--- src/rtl/sng_pair.sv ---
// Dual-channel LFSR stochastic number generator: turns two N-bit unsigned operands into a pair
// of unipolar bitstreams, one bit per clock, STREAM_LEN bits per conversion.
module sng_pair #(
  parameter int unsigned    N          = 8,
  parameter logic [N-1:0]   SEED_X     = N'(8'h01),
  parameter logic [N-1:0]   SEED_Y     = N'(8'hA5),
  parameter int unsigned    STREAM_LEN = 255
) (
  input  logic         clk,
  input  logic         rst_n,
  input  logic         start,
  input  logic [N-1:0] val_x,
  input  logic [N-1:0] val_y,
  output logic         busy,
  output logic         x,
  output logic         y,
  output logic         valid,
  output logic         done
);

  // Maximal-length Fibonacci tap masks; bit (e-1) set for each polynomial term x^e.
  function automatic logic [N-1:0] tap_mask();
    logic [15:0] m;
    case (N)
      4:       m = 16'h000C;
      5:       m = 16'h0014;
      6:       m = 16'h0030;
      7:       m = 16'h0060;
      8:       m = 16'h00B8;
      9:       m = 16'h0110;
      10:      m = 16'h0240;
      11:      m = 16'h0500;
      12:      m = 16'h0E08;
      13:      m = 16'h1C80;
      14:      m = 16'h3802;
      15:      m = 16'h6000;
      16:      m = 16'hD008;
      default: m = 16'h00B8;
    endcase
    return m[N-1:0];
  endfunction

  localparam logic [N-1:0] Taps    = tap_mask();
  localparam logic [N-1:0] CntLast = N'(STREAM_LEN - 1);

  function automatic logic [N-1:0] lfsr_step(input logic [N-1:0] v);
    return {v[N-2:0], ^(v & Taps)};
  endfunction

  function automatic logic [N-1:0] bitrev(input logic [N-1:0] v);
    logic [N-1:0] r;
    for (int i = 0; i < int'(N); i++) begin
      r[i] = v[N-1-i];
    end
    return r;
  endfunction

  typedef enum logic {StIdle, StRun} state_e;

  state_e       state_q, state_d;
  logic [N-1:0] vx_q, vx_d;
  logic [N-1:0] vy_q, vy_d;
  logic [N-1:0] lfsr_x_q, lfsr_x_d;
  logic [N-1:0] lfsr_y_q, lfsr_y_d;
  logic [N-1:0] cnt_q, cnt_d;
  logic         busy_q, busy_d;
  logic         x_q, x_d;
  logic         y_q, y_d;
  logic         valid_q, valid_d;
  logic         done_q, done_d;

  logic bx, by;

  // Y compares against the bit-reversed state so the two channels are decorrelated.
  assign bx = (lfsr_x_q <= vx_q);
  assign by = (bitrev(lfsr_y_q) <= vy_q);

  always_comb begin
    state_d  = state_q;
    vx_d     = vx_q;
    vy_d     = vy_q;
    lfsr_x_d = lfsr_x_q;
    lfsr_y_d = lfsr_y_q;
    cnt_d    = cnt_q;
    busy_d   = busy_q;
    x_d      = 1'b0;
    y_d      = 1'b0;
    valid_d  = 1'b0;
    done_d   = 1'b0;
    unique case (state_q)
      StIdle: begin
        if (start) begin
          vx_d     = val_x;
          vy_d     = val_y;
          lfsr_x_d = SEED_X;
          lfsr_y_d = SEED_Y;
          cnt_d    = '0;
          busy_d   = 1'b1;
          state_d  = StRun;
        end
      end
      StRun: begin
        x_d      = bx;
        y_d      = by;
        valid_d  = 1'b1;
        lfsr_x_d = lfsr_step(lfsr_x_q);
        lfsr_y_d = lfsr_step(lfsr_y_q);
        cnt_d    = cnt_q + 1'b1;
        if (cnt_q == CntLast) begin
          done_d  = 1'b1;
          busy_d  = 1'b0;
          state_d = StIdle;
        end
      end
      default: state_d = StIdle;
    endcase
  end

  always_ff @(posedge clk or negedge rst_n) begin
    if (!rst_n) begin
      state_q  <= StIdle;
      vx_q     <= '0;
      vy_q     <= '0;
      lfsr_x_q <= SEED_X;
      lfsr_y_q <= SEED_Y;
      cnt_q    <= '0;
      busy_q   <= 1'b0;
      x_q      <= 1'b0;
      y_q      <= 1'b0;
      valid_q  <= 1'b0;
      done_q   <= 1'b0;
    end else begin
      state_q  <= state_d;
      vx_q     <= vx_d;
      vy_q     <= vy_d;
      lfsr_x_q <= lfsr_x_d;
      lfsr_y_q <= lfsr_y_d;
      cnt_q    <= cnt_d;
      busy_q   <= busy_d;
      x_q      <= x_d;
      y_q      <= y_d;
      valid_q  <= valid_d;
      done_q   <= done_d;
    end
  end

  assign busy  = busy_q;
  assign x     = x_q;
  assign y     = y_q;
  assign valid = valid_q;
  assign done  = done_q;

endmodule

--- config.mk ---
export PLATFORM = sky130hd
export DESIGN_NAME = sng_pair
export DESIGN_NICKNAME = d
export VERILOG_FILES = /design/src/rtl/sng_pair.sv
export SDC_FILE = /design/constraint.sdc
export NUM_CORES = 1
export LEC_CHECK = 0
export BUFFER_PORTS_ARGS = -buffer_cell sky130_fd_sc_hd__buf_2
export CORE_AREA = 5 5 72 74
export DETAILED_ROUTE_END_ITERATION = 7
export DIE_AREA = 0 0 77 79
export PLACE_DENSITY_LB_ADDON = 0.25
export SYNTH_ARGS = -nofsm -noshare
export SYNTH_HDL_FRONTEND = slang
export SYNTH_SLANG_ARGS = --single-unit
--- constraint.sdc ---
create_clock -name clk -period 2.6 [get_ports clk]
set_input_delay 0.13 -clock clk [delete_from_list [all_inputs] [get_ports clk]]
set_output_delay 0.13 -clock clk [all_outputs]
set_load 0.01 [all_outputs]
Yosys cells after proc, flatten, opt, wreduce, memory -nomap -nowiden --
Cells that the tools add are included.
Cells by class: $add $sub $neg 1, magnitude comparators 2, eq/ne operators 3, multiplexer cells 17, bitwise logic cells 1, reduce and logical (&&, ||, !) cells 4
Operators with widths (number):
- case mux 8 bit (2 select lines) | 3
- two-way mux 8 bit | 3
- <= comparator 8 bit | 2
- XOR reduction 8 bit | 2
- two-way mux 1 bit | 9
- adder 8 x 1 -> 8 bit, second input constant | 1
- == test 8 bit, second input constant | 1
- case mux 1 bit (2 select lines) | 2
- AND reduction 2 bit | 2
- inequality test 2 x 1 -> 1 bit, second input constant | 1
- inequality test 2 bit, second input constant | 1
- inverter 1 bit | 1
Word-level totals: register bits after elaboration 46, input bits 19, output and inout port bits 5, word-level logic and storage cells 39

Depth between registers and ports, before layout --
Gate-level depths: netlist of run 1.
word-level depth 3, mapped depth 6, depth with buffers taken out 6

Worst setup path after synthesis of run 1 --
Ideal clock, no wire load.
kind reg-to-reg, start reg lfsr_y_q[7], end reg y_q (netlist: y), setup time 0.095 ns, data arrival time 1.228 ns, data required time 2.505 ns, path slack 1.276 ns, cell stages (with the launch flop) 6, path buffers 0, clock period less this slack 1.324 ns, cells stage by stage dfstp_2 > inv_1 > ha_1 > nand3_1 > or3_1 > o31ai_1
Between the ends: longest elaborated chain between the ends 2
Ends and longest elaborated chain:
- start, declared | line 64 | logic [N-1:0] lfsr_y_q, lfsr_y_d;
- start signal, assigned | line 137 | lfsr_y_q <= lfsr_y_d;
- <= comparator 8 bit | line 76 | assign by = (bitrev(lfsr_y_q) <= vy_q);
- two-way mux 1 bit | line 90 | unique case (state_q)
- named net y_d | line 68 | logic y_q, y_d;
- end signal, assigned | line 141 | y_q <= y_d;
- end, declared | line 68
The timed path passes the listed nets, and every way through them passes these cells. A chain may end at the register's enable or synchronous reset.

Final worst setup path of run 1 --
start reg state_q, end reg x_q (netlist: x)
Between the ends: longest elaborated chain between the ends 1
Ends and longest elaborated chain:
- start, declared | line 60 | state_e state_q, state_d;
- start signal, assigned | line 121 | state_q <= StIdle;
- start signal, assigned | line 133 | state_q <= state_d;
- two-way mux 1 bit | line 90
- named net x_d | line 67 | logic x_q, x_d;
- end signal, assigned | line 128 | x_q <= 1'b0;
- end signal, assigned | line 140 | x_q <= x_d;
- end, declared | line 67
The timed path passes the listed nets, and every way through them passes these cells.

==> results by group, run 1 <==
Logic synthesis
  – Synthesized area: 2330 um^2
  – Syn. warnings: 0
  – Syn Area/Cell: 10.0 um^2
  – Gate Count Post-Synth: 232
  – Post-synthesis net count: around 270
  – Post-synthesis cell type count: 31
  – Yosys reg bits: 46
  – Register area share after synthesis: 0.497

Critical path
  – CP Class: flop to flop
  – Depth of the most critical reg-to-reg path: 4
  – Worst setup EP type: flop
  – Setup crit start kind: flop
  – Req. time, crit path: approximately 2.8 ns
  – CP arrival: 1.69 ns
  – Internal reg-to-reg setup slack: between 1 and 1.5 ns
  – CP Max Fanout: 18

STA
  – Layout Skew: around 0.01 ns
  – Max frequency: between 0.6 and 0.7 GHz
  – Fin Setup TNS: 0 ns
  – Slew @ Worst Pin: 0.984 ns
  – Fin crit share: 0.572
  – Slew headroom: 0.344
  – Fin. Hold Viols: 29
  – Minimum clock period: 1.49 ns
  – Hold slack: -0.0150 ns
  – RSZ-0062 raised after global routing: false
  – # setup viols final: 0
  – Slew Limit Fails: 0

Floorplanning
  – Io pins: 24
  – Core area: 4540 um^2
  – DIE AREA: a little over 6000 um^2
  – Die Span Y: 79 um
  – Die X: 77 um
  – Initial Util: 0.513
  – Placement Rows: 25

Clock tree
  – Post-CTS setup buffer count: 0
  – Clock tree buffer depth: 2
  – H-tree levels: 2
  – CTS buffer count: 5
  – CTS sink count: 46
  – Clock transition at path regs: 0.09 ns
  – Root buffer cell: clkbuf_8
  – TritonCTS clock tree: yes
  – Clk Latency, worst-skew pair: 0.30 ns
  – CTS resizes: 0
  – Hold_buf cts: 0

Placement
  – Post-DP HPWL: 2660 um
  – Placer congestion estimate: around 0.72
  – Port buffer count: 23
  – Placed cell area: roughly 2400 um^2

Worst hold path
  – HP Class: primary input to asynchronous set/reset pin

Finish
  – Final #Nets: between 200 and 300
  – Cell area after layout: roughly 2600 um^2
  – Fin util: 0.567
  – Commonest cells after routing, fill and taps aside: dfrtp_1 (41), nand2_1 (37), o21ai_0 (24)
  – Commonest non-fill, non-tap cell in the layout: dfrtp_1
  – Fill cells: approximately 380
  – ANT cells: 0
  – Synthesis-to-layout area growth: 10.6%
  – Ratio of cells with drive above 1 in the final layout: 0.169

Power
  – Switching power: around 1.1 mW
  – Leakage power total: 1.19 nW
  – Switching share of power: 0.342
  – Clock share of power: 0.205
  – Overall Power: 3.17 mW
  – Part of the power in registers: 0.432
  – PD cells: between 1000 and 1500 nW/um^2
  – Max rail drop VDD: between 0.5 and 0.6 mV
  – Int Pwr: between 2 and 2.5 mW
  – Power share of the combinational group: 0.364

Route
  – Routed len/inst: approximately 12 um
  – DR pass1 iterations: 4
  – Initial DRC Count: around 100
  – Via count: around 1.6k
  – Remaining antenna violation count: 0
  – Total wire length: between 3000 and 4000 um
  – Vias per cell: about 5.1
  – DRC Markers: 0

GRT
  – First-pass GRT wire length: between 6000 and 7000 um
  – GR Util All Layers: 0.141
  – Total grt overflow: 0
  – Via count of the first global-routing pass: between 1.5k and 2k
  – Pin count of the biggest net entering global routing: between 40 and 50
  – Initial antenna violation count: 0

Run status
  – Outcome: finished with violations
  – Failing checks: negative hold slack

Flow run
  – Max Cap Viol: 0
## worst paths after layout
kind	from	endpoint
worst min register to register	cnt_q[7]$_DFFE_PN0P_	cnt_q[7]$_DFFE_PN0P_
worst min-delay path	rst_n	vx_q[5]$_DFFE_PN0P_
worst max register to register	state_q$_DFF_PN0_	x$_DFF_PN0_
max in group asynchronous	rst_n	cnt_q[0]$_DFFE_PN0P_
worst max-delay path	state_q$_DFF_PN0_	x$_DFF_PN0_
min in group clk	val_y[0]	vy_q[0]$_DFFE_PN0P_
## critical path: stages, from the launching register on
cell     delay, ns
dfrtp_1       0.64
buf_4         0.29
nand3_1       0.08
or3_1         0.31
o31ai_1       0.07
## synth_stat cells
cell      instances  area share
a211oi_1          2      0.0064
nor2b_1           2      0.0054
o31ai_1           5       0.016
mux2_2            1      0.0048
nor2b_4           1      0.0059
nor2_2            1      0.0027
nand4_1           4       0.011
o21ai_1           7       0.015
nor2_1            9       0.015
nand3_2           1      0.0043
nor3_1            2      0.0043
dfrtp_1          41        0.44
xnor2_1           7       0.026
xor2_1            1      0.0038
nand2b_1         15       0.040
o211ai_1          3      0.0097
nand2_1          37       0.060
buf_4             1      0.0032
o21bai_1          2      0.0064
a21oi_1           6       0.013
ha_1             18       0.097
or3_1             2      0.0054
clkbuf_1          2      0.0032
o21ai_0          24       0.052
nand3_1           5       0.011
mux2i_1           1      0.0043
inv_1            17       0.027
a22o_1            2      0.0075
dfstp_2           5       0.056
nand4_4           1      0.0091
buf_6             7       0.034
## flip-flops by register name, indices dropped and copies added (netlist names)
signal,count
state_q,1
vy_q,8
y,1
vx_q,8
lfsr_y_q,8
lfsr_x_q,8
busy,1
done,1
valid,1
x,1
cnt_q,8
## logic make-up (layout without fill, tap and decap cells)
family / count (synthesis) / after routing / synth area share
and+or+nand+nor: 80 / 80 / 0.173
AOI/OAI and AO/OA: 51 / 51 / 0.126
DFF: 46 / 46 / 0.497
buffers and inverters: 27 / 50 / 0.0677
adders and majority gates: 18 / 18 / 0.0968
xor gates and xnor gates: 8 / 8 / 0.0301
muxes: 2 / 2 / 0.00914
## per-stage QoR
stage	worst slack (ns)	std cells
finish	1.11	309
global route	0.947	309
CTS	1.10	309
detailed placement	1.12	301
global placement	1.16	301
floorplan	1.28	232
## power groups by stage
stage	registers (mW)	clock network [mW]	logic (mW)
floorplan	1.33	0	0.932
global placement	1.38	0	1.13
detailed placement	1.38	0	1.16
CTS	1.37	0.667	1.18
global route	1.42	0.691	1.39
finish	1.37	0.648	1.15
## metal layers
layer / track usage / vias up / wire, um
li1: - / 829 / -
met1: 0.182 / 717 / 1890
met2: 0.226 / 19 / 1720
met3: 0.0476 / 5 / 163
met5: 0 / - / 0
met4: 0.0430 / 0 / 48
## cell type report
class / instances / area (um^2) / share of cell area
Sequential cell: 46 / 1160 / 0.450
Multi-Input combinational cell: 159 / 1010 / 0.393
Timing Repair Buffer: 25 / 130 / 0.0506
Clock buffer: 6 / 82.6 / 0.0321
Tap cell: 54 / 67.6 / 0.0263
Inverter: 17 / 63.8 / 0.0248
Clock inverter: 2 / 60.1 / 0.0233
Power figures use the tool's default switching activity.
==> run 2, diff against run 1 <==
Settings changed: ABC_AREA from default to 1.
Clock period 2.6 ns to 1.3 ns, I/O delays scaled along.
==> results by group, run 2 <==
Run status
  – Outcome: finished with violations
  – Failing checks: negative setup slack

Floorplanning
  – DIE AREA: about 6100 um^2
  – Placement Rows: 25
  – Initial Util: 0.495
  – Die X: ~77 um
  – Die Span Y: approximately 80 um
  – Io pins: 24
  – Core area: roughly 4500 um^2

Worst hold path
  – Min-delay src: start
  – HP Class: primary input to flop

Route
  – Routed met3 length: between 100 and 150 um
  – Met2 wire length: between 2000 and 2500 um
  – Met1 WL: a little over 2000 um
  – Remaining antenna violation count: 0
  – Via count: roughly 1.8k
  – DRC Markers: 0
  – DR top layer: met4
  – Total wire length: between 4000 and 5000 um
  – DR pass1 iterations: 6
  – Vias per cell: a little under 5
  – Initial DRC Count: 37
  – Routed len/inst: about 12 um

GRT
  – First-pass GRT wire length: between 7000 and 8000 um
  – Pin count of the biggest net entering global routing: 47
  – Via count of the first global-routing pass: between 1.5k and 2k
  – GR Util All Layers: 0.155
  – Initial antenna violation count: 0
  – Total grt overflow: 0

Logic synthesis
  – Syn Area/Cell: 8.81 um^2
  – Gate Count Post-Synth: 255
  – Ys async rst share: 1.00
  – Post-synthesis net count: about 290
  – Yosys top cell by area: dfrtp_1
  – Yosys reg bits: 46
  – Most used DFF post-synth: dfrtp_1
  – Most frequent cell after synthesis: nand2_1
  – Syn. warnings: 0
  – Register area share after synthesis: 0.515
  – Most instantiated cells after synthesis: nand2_1 (62), inv_1 (44), dfrtp_1 (41)
  – Post-synthesis cell type count: 24
  – EDFF count, synth: 0
  – Top cells by area, synth: dfrtp_1 (46%), nand2_1 (10%), ha_1 (10%), inv_1 (7.4%), dfstp_2 (5.8%)
  – Synthesized area: between 2000 and 2500 um^2
  – Post-synth top area share: 0.457

Clock tree
  – H-tree levels: 2
  – TritonCTS clock tree: yes
  – Clock transition at path regs: approximately 0.090 ns
  – Root buffer cell: clkbuf_8
  – CTS buffer count: 5
  – CTS sink count: 46
  – Clock tree buffer depth: 2
  – Clk Latency, worst-skew pair: around 0.29 ns

Power
  – Max rail drop VDD: 1.06 mV
  – Leakage power total: roughly 1.5 nW
  – PD cells: approximately 2300 nW/um^2
  – Overall Power: between 6 and 7 mW

STA
  – RSZ-0062 raised after global routing: true
  – Minimum clock period: roughly 1.3 ns
  – Fin Setup TNS: -0.0147 ns
  – Fin crit share: 1.01
  – Fin. Hold Viols: 0
  – Slew headroom: 0.793
  – Max frequency: between 0.7 and 0.8 GHz
  – # setup viols final: 1
  – Slew Limit Fails: 0
  – Layout Skew: slightly below 0.005 ns
  – Hold slack: 0.207 ns
  – Final WS setup: -0.0147 ns
  – Slew @ Worst Pin: 0.308 ns

Placement
  – Placed cell area: roughly 2500 um^2
  – Placement Setup Slack: ~0.014 ns
  – Dpl cells: around 340
  – Post-DP HPWL: ~3000 um
  – Placer congestion estimate: between 0.7 and 0.8
  – Port buffer count: 23

Finish
  – Fin util: 0.645
  – Commonest cells after routing, fill and taps aside: nand2_1 (61), inv_1 (40), dfrtp_1 (39)
  – Fill cells: approximately 390
  – Synthesis-to-layout area growth: 30.3%
  – Cell area after layout: just under 3000 um^2
  – Non-filler cells, final: ~370
  – ANT cells: 0
  – Commonest non-fill, non-tap cell in the layout: nand2_1
  – Final #Nets: 350
  – Ratio of cells with drive above 1 in the final layout: 0.243

Critical path
  – CP Class: flop to flop
  – Req. time, crit path: between 1.5 and 2 ns
  – Critical R2R Launch: lfsr_x_q[7]$_DFFE_PN0P_
  – CP Max Fanout: 2
  – Setup crit start kind: flop
  – Worst setup EP type: flop
  – Worst setup path startpoint: lfsr_x_q[7]$_DFFE_PN0P_
  – CP arrival: about 1.5 ns

Flow run
  – Max Cap Viol: 0
[run 2: cell families after synthesis]
| kind of cell | count (synthesis) | share of synthesized area |
|---|---|---|
| adder cells (fa/ha/maj) | 18 | 0.100 |
| flip-flops | 46 | 0.515 |
| AO/OA/AOI/OAI | 47 | 0.117 |
| AND/OR/NAND/NOR | 91 | 0.168 |
| buffers and inverters | 51 | 0.0914 |
| XOR/XNOR | 2 | 0.00780 |
[run 2: power breakdown]
part	switching [mW]	internal [mW]	total, mW
registers	0.472	2.18	2.66
logic	1.63	1.43	3.07
clock network	0.464	0.615	1.08
total	2.57	4.23	6.80
[run 2: layout make-up]
type                            instances  area, um^2  share of cell area
Tap cell                               54        67.6              0.0231
Clock inverter                          1        30.0              0.0103
Inverter                               45         169              0.0577
Clock buffer                            6        82.6              0.0282
Multi-Input combinational cell        158         980               0.335
Sequential cell                        46        1160               0.396
Timing Repair Buffer                   57         438               0.150
[run 2: final timing paths]
path                                            to  slack, ns  cells after the start
setup / recovery                       x$_DFF_PN0_      -0.01                      5
hold / removal             lfsr_y_q[2]$_DFFE_PN1P_       0.21                      4
setup reg to reg                       x$_DFF_PN0_      -0.01                      5
hold reg to reg            lfsr_y_q[7]$_DFFE_PN1P_       0.51                      2
max in group asynchronous  lfsr_x_q[0]$_DFFE_PN1P_       0.75                      3
min in group asynchronous      vy_q[6]$_DFFE_PN0P_       0.27                      3
[run 2: per-layer routing]
layer	GRT usage	up-vias
li1	-	929
met1	0.177	864
met2	0.288	25
met3	0.0317	5
met4	0.0533	0
met5	0	-
[run 2: critical path: stages, from the launching register on]
cell and delay [ns]:
dfrtp_1 0.39, ha_1 0.30, nand2_1 0.10, nor2_2 0.16, nand4_1 0.14, a21oi_2 0.16
[run 2: timing repair]
item | in CTS | in global routing
endpoints found under the setup margin | 0 | 18
buffers inserted | 0 | 8
hold buffers | 17 | 0
hold endpoints to repair | 61 | 0
gates resized for setup | 0 | 21
